### src/rtl/cpu_pkg.sv
// Shared core types for the fetch path: FSM state, instruction FIFO entry and reset PC.
package cpu_pkg;

  typedef enum logic [0:0] {
    FETCH = 1'b0,
    FLUSH = 1'b1
  } fetch_state_t;

  localparam logic [31:0] RESET_PC_DEFAULT = 32'h8000_0000;

  typedef struct packed {
    logic [31:0] pc;
    logic [31:0] instr;
  } fetch_entry_t;

  function automatic logic [31:0] word_align(input logic [31:0] addr);
    return addr & ~32'h3;
  endfunction

endpackage

### src/rtl/ifetch_fifo.sv
// Instruction FIFO of {pc, instr} entries; push and pop in one cycle keep the count,
// clear empties it and wins over a same-cycle push or pop.
module ifetch_fifo
  import cpu_pkg::*;
#(
  parameter int DEPTH = 2,
  localparam int CW = $clog2(DEPTH + 1)
) (
  input  logic          clk,
  input  logic          nreset,
  input  logic          clear_i,
  input  logic          push_i,
  input  fetch_entry_t  push_dat_i,
  input  logic          pop_i,
  output fetch_entry_t  head_dat_o,
  output logic          empty_o,
  output logic [CW-1:0] count_o
);

  localparam int PW = (DEPTH > 1) ? $clog2(DEPTH) : 1;

  fetch_entry_t  mem_q [DEPTH];
  logic [PW-1:0] wr_ptr_q, wr_ptr_d;
  logic [PW-1:0] rd_ptr_q, rd_ptr_d;
  logic [CW-1:0] count_q, count_d;
  logic          do_push, do_pop;

  function automatic logic [PW-1:0] ptr_inc(input logic [PW-1:0] p);
    return (p == PW'(DEPTH - 1)) ? '0 : p + PW'(1);
  endfunction

  assign do_pop  = pop_i && (count_q != '0);
  // A full FIFO still accepts a push when the head leaves in the same cycle.
  assign do_push = push_i && ((count_q != CW'(DEPTH)) || do_pop);

  always_comb begin
    wr_ptr_d = wr_ptr_q;
    rd_ptr_d = rd_ptr_q;
    count_d  = count_q;
    if (clear_i) begin
      wr_ptr_d = '0;
      rd_ptr_d = '0;
      count_d  = '0;
    end else begin
      if (do_push) wr_ptr_d = ptr_inc(wr_ptr_q);
      if (do_pop)  rd_ptr_d = ptr_inc(rd_ptr_q);
      case ({do_push, do_pop})
        2'b10:   count_d = count_q + CW'(1);
        2'b01:   count_d = count_q - CW'(1);
        default: count_d = count_q;
      endcase
    end
  end

  always_ff @(posedge clk) begin
    if (!nreset) begin
      wr_ptr_q <= '0;
      rd_ptr_q <= '0;
      count_q  <= '0;
    end else begin
      wr_ptr_q <= wr_ptr_d;
      rd_ptr_q <= rd_ptr_d;
      count_q  <= count_d;
    end
  end

  always_ff @(posedge clk) begin
    if (do_push && !clear_i) mem_q[wr_ptr_q] <= push_dat_i;
  end

  assign head_dat_o = mem_q[rd_ptr_q];
  assign empty_o    = (count_q == '0);
  assign count_o    = count_q;

endmodule

### src/rtl/ifetch_unit.sv
// Instruction fetch: issues word reads while FIFO plus in-flight stays below DEPTH,
// buffers in-order responses with their PC, and discards stale responses after a redirect.
module ifetch_unit
  import cpu_pkg::*;
#(
  parameter logic [31:0] RESET_PC = RESET_PC_DEFAULT,
  parameter int          DEPTH    = 2
) (
  input  logic        clk,
  input  logic        nreset,
  input  logic        redirect_valid,
  input  logic [31:0] redirect_pc,
  output logic        mem_req_valid,
  input  logic        mem_req_ready,
  output logic [31:0] mem_req_addr,
  input  logic        mem_rsp_valid,
  input  logic [31:0] mem_rsp_data,
  output logic        instr_valid,
  input  logic        instr_ready,
  output logic [31:0] instr,
  output logic [31:0] instr_pc
);

  localparam int CW = $clog2(DEPTH + 1);

  fetch_state_t  state_q, state_d;
  logic [31:0]   fetch_pc_q, fetch_pc_d;
  logic [CW-1:0] inflight_q, inflight_d;
  logic [CW-1:0] discard_q, discard_d;
  logic [CW-1:0] fifo_count;
  logic [CW:0]   occupancy;
  logic          fifo_empty, fifo_push, fifo_pop;
  logic          credit_ok, req_fire, rsp_ok;
  fetch_entry_t  rsp_entry, head_entry;

  assign occupancy     = {1'b0, fifo_count} + {1'b0, inflight_q};
  assign credit_ok     = occupancy < (CW + 1)'(DEPTH);
  assign mem_req_valid = nreset && (state_q == FETCH) && credit_ok && !redirect_valid;
  assign mem_req_addr  = fetch_pc_q;
  assign req_fire      = mem_req_valid && mem_req_ready;

  // A response with nothing outstanding is a protocol error and is ignored.
  assign rsp_ok    = mem_rsp_valid && (inflight_q != '0);
  assign fifo_push = rsp_ok && (state_q == FETCH) && !redirect_valid;

  // In FETCH every outstanding request is one of the words just below fetch_pc,
  // so the oldest one (the one answering now) sits inflight words back.
  assign rsp_entry.pc    = fetch_pc_q - 32'({inflight_q, 2'b00});
  assign rsp_entry.instr = mem_rsp_data;

  assign instr_valid = nreset && !fifo_empty && !redirect_valid;
  assign fifo_pop    = instr_valid && instr_ready;
  assign instr       = head_entry.instr;
  assign instr_pc    = head_entry.pc;

  ifetch_fifo #(
    .DEPTH(DEPTH)
  ) u_fifo (
    .clk       (clk),
    .nreset    (nreset),
    .clear_i   (redirect_valid),
    .push_i    (fifo_push),
    .push_dat_i(rsp_entry),
    .pop_i     (fifo_pop),
    .head_dat_o(head_entry),
    .empty_o   (fifo_empty),
    .count_o   (fifo_count)
  );

  always_comb begin
    state_d    = state_q;
    fetch_pc_d = fetch_pc_q;
    discard_d  = discard_q;
    inflight_d = inflight_q;

    case ({req_fire, rsp_ok})
      2'b10:   inflight_d = inflight_q + CW'(1);
      2'b01:   inflight_d = inflight_q - CW'(1);
      default: inflight_d = inflight_q;
    endcase

    if (req_fire) fetch_pc_d = fetch_pc_q + 32'd4;

    if (redirect_valid) begin
      // Everything still outstanding after this edge belongs to the old path.
      fetch_pc_d = word_align(redirect_pc);
      discard_d  = inflight_d;
      state_d    = (inflight_d != '0) ? FLUSH : FETCH;
    end else if (state_q == FLUSH) begin
      if (rsp_ok) discard_d = discard_q - CW'(1);
      if (discard_d == '0) state_d = FETCH;
    end
  end

  always_ff @(posedge clk) begin
    if (!nreset) begin
      state_q    <= FETCH;
      fetch_pc_q <= RESET_PC;
      inflight_q <= '0;
      discard_q  <= '0;
    end else begin
      state_q    <= state_d;
      fetch_pc_q <= fetch_pc_d;
      inflight_q <= inflight_d;
      discard_q  <= discard_d;
    end
  end

endmodule

### config.mk
export PLATFORM = sky130hd
export DESIGN_NAME = ifetch_unit
export DESIGN_NICKNAME = d
export VERILOG_FILES = /design/src/rtl/cpu_pkg.sv /design/src/rtl/ifetch_fifo.sv /design/src/rtl/ifetch_unit.sv
export SDC_FILE = /design/constraint.sdc
export NUM_CORES = 1
export LEC_CHECK = 0
export ABC_AREA = 1
export CORE_ASPECT_RATIO = 0.7
export CORE_UTILIZATION = 46
export DETAILED_ROUTE_END_ITERATION = 8
export DONT_BUFFER_PORTS = 1
export PLACE_DENSITY = 0.58
export SLEW_MARGIN = 15
export SYNTH_ARGS = -nofsm -noshare
export SYNTH_HDL_FRONTEND = slang
export SYNTH_SLANG_ARGS = --single-unit
### constraint.sdc
create_clock -name clk -period 12.32 [get_ports clk]
set_clock_uncertainty 0.05 [all_clocks]
set_input_delay 0.616 -clock clk [delete_from_list [all_inputs] [get_ports clk]]
set_output_delay 0.616 -clock clk [all_outputs]
set_load 0.1 [all_outputs]
==> flow_summary.ini <==
[detailed_routing]
antenna_left = 0
wl_per_cell_um = 17.5
dr.pass1.iters = 5
drtIter0Drc = 369
drc_errors = 0
wirelength_mm = 18.8
vias = 5605
vias_per_cell = 5.23
wl_met3_mm = 1.43
top_layer = met4
routedLengthMet1_mm = 8.89
dr_wl_met2_mm = 8.16

[power_and_ir_drop]
p_leak_nw = 3.29
power.density_nw_per_um2 = 167
power_mw = 1.51
ir_worst_vdd_mv = 0.0733

[critical_path]
crit_slowest_cell = nor2_2
cp_num_buf_inv = 2
path_delay_family = simple AND/OR/NAND/NOR gates
crit_path_cell_trace = nor2_1 -> nor2_2 -> nand2_1 -> inv_1 -> o21ai_1 -> nor2_4 -> buf_4
arrival_ns = 3.28
endpoint_kind = register
path_class = register to register
required_ns = 12.32
start_kind = register
cp_max_fo = 62
slowest_delay_ns = 0.85

[clock_tree]
cts_resized = 0
htreeDepth = 4
clockBufferDepth = 2
post_cts_buffers = 0
cts_tree = built
cts_buffers = 17
ctsRootBufferMaster = clkbuf_16
clock_latency_ns = 0.42
clock_sinks = 164
cts_hold_buf = 0
clkSlewWorstSetupHoldPaths_ns = 0.07

[global_routing]
grt_max_degree = 63
grt_pass1_wl_mm = 29.2
grt_usage_pct = 21.5
overflow = 0
antenna_found_initial = 0
grt_pass1_vias = 5278

[synthesis]
synth_seq_cells = 164
syn-cell-area_um2 = 8040
synth_area_leaders = edfxtp_1 46%, dfxtp_1 10%, mux2_2 8.7%
yosysTopAreaCellShare_pct = 46.3
synthMostInstantiatedCell = nand2_1
synthFlopType = edfxtp_1
yosys_warnings = 0
synth_edf_count = 124
synth.largest_area_cell = edfxtp_1
avgSynthCellArea_um2 = 9.93
synth_cell_types = 36
synth_cells = 810
ys_seq_area_share_pct = 56.2
ys_top_cells_by_count = 176 x nand2_1, 124 x edfxtp_1, 87 x nor2_1
async_flop_share_pct = 0

[floorplanning]
pin_count = 168
die_h_um = 113
die_area_um2 = 18000
start_util_pct = 47.0
die_w_um = 160
rows = 40
core_area_um2 = 17100

[timing]
finalHoldViolCount = 0
min_period_ns = 3.28
final_max_slew_viol_count = 0
relSlewSlack_pct = 23.8
clock.fmax_ghz = 0.304
tightest_slew_ns = 1.14
period_share_pct = 26.7
finalSetupViolCount = 0
fin_setup_tns_ns = 0
rsz0062_at_grt = no

[place]
io_buffers = 0
place.gp.congestion = 0.887
place_hpwl_mm = 13.5

[final_layout]
fillers = 1550
area_delta_synth_final_pct = 11.9
layout-drive-gt1-share_pct = 19.9
num_antenna_cells = 0
fin_nets = 904

[run_status]
outcome = finished clean

[min_path]
worstHoldPathType = input port to register

[run]
drv_cap = 0
-- cells in the final DEF, fill, tap and decap left out, types with 5 or more instances in the layout --
master / instances
nand2_1: 176
edfxtp_1: 124
nor2_1: 85
inv_1: 79
mux2_2: 62
nand3_1: 42
dfxtp_1: 39
xor2_1: 29
buf_4: 29
o21ai_0: 28
a21oi_1: 24
nor2_2: 17
clkbuf_16: 17
a31oi_1: 9
nor2_4: 8
nand2_2: 8
nand4_1: 7
o21ai_1: 7
nor3_1: 5
-- power by group --
part | leakage, nW | total (mW) | internal, mW | switching (mW)
Clock | 0.302 | 0.550 | 0.325 | 0.225
Sequential | 1.46 | 0.658 | 0.631 | 0.0273
Combinational | 1.53 | 0.297 | 0.0538 | 0.243
Total | 3.29 | 1.51 | 1.01 | 0.496
-- stage by stage --
step | setup WS [ns] | instances | hold slack, ns | utilization (%) | area [um2]
floorplan | 6.98 | 813 | 0.409 | - | 8060
global placement | 8.69 | 1040 | 0.435 | 49.0 | 8390
detailed placement | 8.63 | 1040 | 0.450 | 49.0 | 8390
CTS | 9.00 | 1071 | 0.217 | 52.6 | 9000
global route | 8.80 | 1071 | 0.208 | 52.6 | 9000
finish | 9.04 | 1071 | 0.234 | 52.6 | 9000
-- sequential cells by signal (all words and copies together) (netlist names), named ones only --
register         count
u_fifo.mem_q       124
mem_req_addr        30
discard_q            2
inflight_q           2
u_fifo.count_o       2
state_q              1
u_fifo.rd_ptr_q      1
u_fifo.wr_ptr_q      1
-- worst paths after layout --
check,from,end,slack (ns),depth (start not counted)
max reg2reg,u_fifo.count_o[1],u_fifo.mem_q[0][57],9.04,7
max,u_fifo.count_o[1],u_fifo.mem_q[0][57],9.04,7
min reg2reg,u_fifo.rd_ptr_q,u_fifo.rd_ptr_q,0.46,2
min,mem_rsp_data[15],u_fifo.mem_q[0][15],0.23,0
-- area by class of cell --
type | instances | area (um2) | share of cell area (%)
clock inverters | 14 | 189 | 2.10
multi-input cells | 532 | 3040 | 33.8
well taps | 231 | 289 | 3.21
repair buffers | 29 | 218 | 2.42
clock buffers | 17 | 425 | 4.72
flip-flops and latches | 164 | 4530 | 50.3
inverters | 84 | 315 | 3.50
-- metal layers --
layer / vias to the layer above / track usage (%)
met5: - / 0
li1: 2736 / -
met3: 21 / 6.80
met2: 198 / 31.7
met4: 0 / 6.73
met1: 2650 / 30.2
-- logic make-up (layout without fill, tap and decap cells) --
group	count (synthesis)	count (layout)	share of synthesized area (%)
simple gates	358	358	19.6
fa+ha+maj	6	6	1.12
buf+inv	117	144	6.27
flops	164	164	56.2
other cells	1	4	0.0466
mux	62	62	8.68
compound gates	72	72	4.76
xor+xnor	30	30	3.27
(Power assumes the default switching activity.)
